$ cat config.mk
export PLATFORM = sky130hd
export DESIGN_NAME = sequence_det
export DESIGN_NICKNAME = d
export VERILOG_FILES = /design/src/rtl/sequence_det.sv
export SDC_FILE = /design/constraint.sdc
export NUM_CORES = 1
export LEC_CHECK = 0
export ABC_AREA = 1
export BUFFER_PORTS_ARGS = -buffer_cell sky130_fd_sc_hd__buf_2
export CELL_PAD_IN_SITES_DETAIL_PLACEMENT = 1
export CELL_PAD_IN_SITES_GLOBAL_PLACEMENT = 1
export CORE_AREA = 4 4 41 43
export DETAILED_ROUTE_END_ITERATION = 6
export DIE_AREA = 0 0 45 47
export GPL_TIMING_DRIVEN = 0
export MAX_ROUTING_LAYER = met4
export PLACE_DENSITY_LB_ADDON = 0.1
export SLEW_MARGIN = 10
export SYNTH_ARGS = -nofsm -noshare
export SYNTH_HDL_FRONTEND = slang
export SYNTH_SLANG_ARGS = --single-unit
export TNS_END_PERCENT = 5
$ cat constraint.sdc
create_clock -name clk -period 1.2 [get_ports clk]
set_input_delay 0.12 -clock clk [delete_from_list [all_inputs] [get_ports clk]]
set_output_delay 0.12 -clock clk [all_outputs]
set_load 0.005 [all_outputs]
$ cat src/rtl/sequence_det.sv
// Serial bit-pattern detector: flags each time the last PAT_LEN received bits equal PATTERN.
// Build option SEQDET_MEALY_EN: combinational Mealy output instead of the registered Moore pulse.
module sequence_det #(
    parameter int                 PAT_LEN = 4,
    parameter logic [PAT_LEN-1:0] PATTERN = 4'b1101,
    parameter bit                 OVERLAP = 1'b1
) (
    input  logic clk,
    input  logic x,
    input  logic reset,
    output logic z
);
    localparam int SW = $clog2(PAT_LEN + 1);
    localparam logic [SW-1:0] S0 = '0;
`ifdef SEQDET_MEALY_EN
    localparam int NUM_ST = PAT_LEN;
    localparam logic [SW-1:0] S_LAST = SW'(PAT_LEN - 1);
`else
    localparam int NUM_ST = PAT_LEN + 1;
    localparam logic [SW-1:0] MATCH = SW'(PAT_LEN);
`endif

    // Longest PATTERN prefix (up to max_len bits) that ends the history seq (newest bit in LSB).
    function automatic int longest_border(input int seq, input int max_len);
        int res;
        res = 0;
        for (int l = 1; l <= max_len; l++) begin
            if (((seq ^ (int'(PATTERN) >> (PAT_LEN - l))) & ((1 << l) - 1)) == 0)
                res = l;
        end
        return res;
    endfunction

    function automatic int advance(input int k, input logic b);
        int seq;
        int lim;
        seq = ((int'(PATTERN) >> (PAT_LEN - k)) << 1) | int'(b);
        lim = (k + 1 < PAT_LEN) ? k + 1 : PAT_LEN;
        return longest_border(seq, lim);
    endfunction

    function automatic int next_of(input int k, input logic b);
        int s;
`ifdef SEQDET_MEALY_EN
        // No MATCH state: a completed pattern lands directly on its post-match state.
        s = advance(k, b);
        if (s == PAT_LEN)
            s = OVERLAP ? longest_border(int'(PATTERN), PAT_LEN - 1) : 0;
`else
        if (k == PAT_LEN)
            s = OVERLAP ? advance(PAT_LEN, b) : advance(0, b);
        else
            s = advance(k, b);
`endif
        return s;
    endfunction

    logic [SW-1:0] nxt0 [NUM_ST];
    logic [SW-1:0] nxt1 [NUM_ST];

    for (genvar k = 0; k < NUM_ST; k++) begin : g_tab
        localparam int N0 = next_of(k, 1'b0);
        localparam int N1 = next_of(k, 1'b1);
        assign nxt0[k] = SW'(N0);
        assign nxt1[k] = SW'(N1);
    end

    logic [SW-1:0] state_q;
    logic [SW-1:0] state_d;

    always_comb begin
        state_d = S0;
        for (int k = 0; k < NUM_ST; k++) begin
            if (state_q == SW'(k))
                state_d = x ? nxt1[k] : nxt0[k];
        end
    end

    always_ff @(posedge clk) begin
        if (!reset)
            state_q <= S0;
        else
            state_q <= state_d;
    end

`ifdef SEQDET_MEALY_EN
    assign z = reset && (state_q == S_LAST) && (x == PATTERN[0]);
`else
    logic z_q;

    // Dedicated flop keeps z glitch-free; it mirrors state_q == MATCH.
    always_ff @(posedge clk) begin
        if (!reset)
            z_q <= 1'b0;
        else
            z_q <= (state_d == MATCH);
    end

    assign z = z_q;
`endif

endmodule

Word level (Yosys, flattened, before mapping)
Cells that the tools add are included.

word-level totals
  register bits after elaboration = 4
  output and inout port bits = 1
  word-level logic and storage cells = 17

cells by class
  equal/unequal tests = 5
  multiplexer cells = 9
  reductions and logical operators = 1

operators with widths
  kind                                                                    number
  3-bit two-way mux                                                       5
  3-bit by 2-bit equality test with 1-bit output (second input constant)  2
  3-bit equality test (second input constant)                             2
  3-bit by 1-bit equality test with 1-bit output (second input constant)  1
  3-bit logical NOT                                                       1
  1-bit two-way mux                                                       3
  2-bit two-way mux                                                       1

Depth between registers and ports, before layout
  depth after elaboration = 7
  gate-level depth with buffers = 4
  depth with buffers taken out = 4

Least setup slack after synthesis
OpenSTA, ideal clock, no wires.

  kind = register to register
  from = reg state_q[2]
  to = reg state_q[1]
  data arrival time = 595 ps
  required time = 1087 ps
  path slack = 492 ps
  stages on the path, launching flop included = 5
  buffers on the path = 0
  clock period less this slack = 708 ps
  path through = dfxtp_1 > nor2_1 > nand2_1 > nand2_1 > nor2_1

on the way
  word-level cells in the longest chain between the ends = 5

RTL lines
  element                                         line  RTL
  from (decl)                                     68    logic [SW-1:0] state_q;
  from (signal assigned)                          83    state_q <= state_d;
  3-bit by 1-bit equality test with 1-bit output  74    if (state_q == SW'(k))
  3-bit two-way mux (3 in series)                 74
  3-bit two-way mux (*)                           74

Every way passes the cells marked *; elsewhere a longest branch is shown, timed or not.
A chain may end at the register's enable or synchronous reset.

Worst setup path in the final report
Same ends and word-level chain as after synthesis.

==> reports/qor.yml <==
run_status:
  outcome: "complete, no violations"
setup_path:
  cp-start-kind: "flop"
  path_class: "flop to flop"
  cp_slowest_cell: "dfxtp_1"
  cp.depth: 4
  r2r-end: "state_q[1]"
  critPathBufInv: 0
  crit_chain: "nor2_1 -> nand2_1 -> nand2_1 -> nor2_1"
  required_ns: 1.33
  critPathArrivalTime_ns: 0.92
  path_max_fanout: 3
  cp_top_family: "simple AND/OR/NAND/NOR gates"
  r2r-start: "state_q[2]"
  endpoint_kind: "flop"
  reg2reg_depth: 4
  cp_slowest_stage_delay_ns: 0.32
  ff2ff_setup_slack_ns: 0.41
power:
  intPower_uw: 264
  p_total_uw: 346
  p_sw_share_pct: 23.8
  switching_power_uw: 82.5
  comb_power_share_pct: 8.5
  p_leak_nw: 0.100
  p_clk_share_pct: 49.8
  pwr-share-seq_pct: 41.7
  p_per_area_nw_per_um2: 1660
  peakVddDrop_v: 0.000319
finish:
  regArea_um2: 80.1
  fill_cells: 174
  drive_gt1_share_pct: 21.4
  final_nets: 33
  multi_input_area_um2: 57.6
  antennaDiodeCount: 0
  design_area_um2: 209
  fin_cells: 43
  final_util_pct: 16.1
  synthToLayoutAreaGrowth_pct: 36.9
  layout_common_cells: "7 x nor2_1, 4 x inv_1, 4 x dfxtp_1"
  mostFrequentLayoutCell: "nor2_1"
sta:
  layout_setup_ws_ns: 0.408
  slew_viol_final: 0
  grt_setup_unrepaired: "no"
  period_needed_ns: 0.792
  fmax_mhz: 1260
  tns_ns: 0
  tightest_slew_ns: 0.198
  holdWs_ns: 0.133
  hold_viol: 0
  finalSetupViolCount: 0
  slew_headroom_pct: 86.8
  worst_clock_skew_ns: 0.00163
  period_share_pct: 66.0
synth:
  synth_cell_type_count: 7
  yosysWarnings: 0
  syn_inst: 22
  synth_area_leaders: "dfxtp_1 52%, nor2_1 17%, inv_1 9.8%, nand2_1 7.4%, nor3_1 6.6%"
  synth_seq_area_share_pct: 52.5
  yosysTopAreaCell: "dfxtp_1"
  syn_area_um2: 153
  synth_area_per_cell_um2: 6.94
  synthesis.nets: 25
  yosysTopAreaCellShare_pct: 52.5
  ys_ff_latch: 4
place:
  dp_slack_ns: 0.413
  dp.cells: 40
  place.gp.congestion: 0.631
  postPlaceCellArea_um2: 186
  port_buffers: 3
drt:
  drtIter0Drc: 1
  wl_per_cell_um: 8.07
  avgViaCountPerCell: 3.51
  drc_errors: 0
  wirelength_um: 347
  dr.pass1.iters: 2
  ant_nets: 0
  route.vias.total: 151
floorplan:
  io_pins: 4
  die-area_um2: 2120
  rows: 13
  start_util_pct: 11.7
  die_h_um: 47
  core-area_um2: 1300
  die_x_um: 45
cts:
  cts_buffers: 3
  cts-resized-gates: 0
  clk_pin_slew_ns: 0.04
  cts_hold_buffers: 0
  clkLatencyLatePin_ns: 0.24
  clockBufferDepth: 2
  cts_max_level: 1
  post-cts-setup-buffers: 0
  cts-root-buf: "clkbuf_4"
  clock_sinks: 4
  cts_tree: "yes"
worst_hold_path:
  worstHoldPathType: "input pin to flop"
  hp-start: "reset"
  holdPathEnd: "state_q[0]"
  min_path_cells: 3
global_routing:
  grt_start_max_net_pins: 5
  grt_use_met3_pct: 2.30
  antenna_found_initial: 0
  global_route.usage.met2_pct: 4.80
  grt_pass1_vias: 138
  grt_pass1_wl_um: 538
  grt-busiest-layer: "met4"
  grt_use_met1_pct: 3.89
  grt_overflow: 0
  grt_use_total_pct: 4.50
job:
  max_cap_viol_count: 0
==> state kept, by name, indices dropped and copies added, names as in the netlist <==
name and flops:
state_q 3, z 1
==> power by group through the flow <==
| stage | registers (mW) | clock network, mW | logic (mW) |
|---|---|---|---|
| 2_1_floorplan | 0.146 | 0 | 0.0211 |
| 3_3_place_gp | 0.146 | 0 | 0.0309 |
| 5_1_grt | 0.145 | 0.186 | 0.0362 |
| 3_5_place_dp | 0.147 | 0 | 0.0305 |
| 6_report | 0.144 | 0.172 | 0.0295 |
| 4_1_cts | 0.144 | 0.182 | 0.0307 |
==> worst max-delay path by stage <==
stage,endpoint,startpoint,slack [ns]
after floorplan,state_q[1],state_q[2],0.49
after global placement,state_q[1],state_q[2],0.41
after detailed placement,state_q[1],state_q[2],0.41
after CTS,state_q[1],state_q[2],0.41
after global routing,state_q[1],state_q[2],0.33
final,state_q[1],state_q[2],0.41
==> Yosys cell counts, drive strengths merged <==
master  n
a21oi   1
dfxtp   4
inv     4
nand2   3
nand3   1
nor2    7
nor3    2
==> per-layer routing <==
layer / wire, µm / vias up
li1: - / 80
met1: 151 / 61
met2: 139 / 5
met3: 27 / 5
met4: 27 / 0
met5: 0 / -
==> cell type report <==
| class | count | area share, % |
|---|---|---|
| clock buffers | 3 | 10.8 |
| multi-input cells | 14 | 27.5 |
| flip-flops and latches | 4 | 38.3 |
| repair buffers | 3 | 7.19 |
| inverters | 4 | 7.19 |
| well taps | 15 | 8.98 |
==> cell families (layout without fill, tap and decap cells) <==
logic type             count (synthesis)  count (layout)  share of synthesized area (%)
AO/OA/AOI/OAI                          1               1                           3.28
buffers and inverters                  4              10                           9.83
flip-flops                             4               4                           52.5
AND/OR/NAND/NOR                       13              13                           34.4
==> tightest hold or removal path, cell delays in order <==
cell,delay (ns)
buf_2,0.11
nand2_1,0.06
nor2_1,0.04
Power figures use the tool's default switching activity.
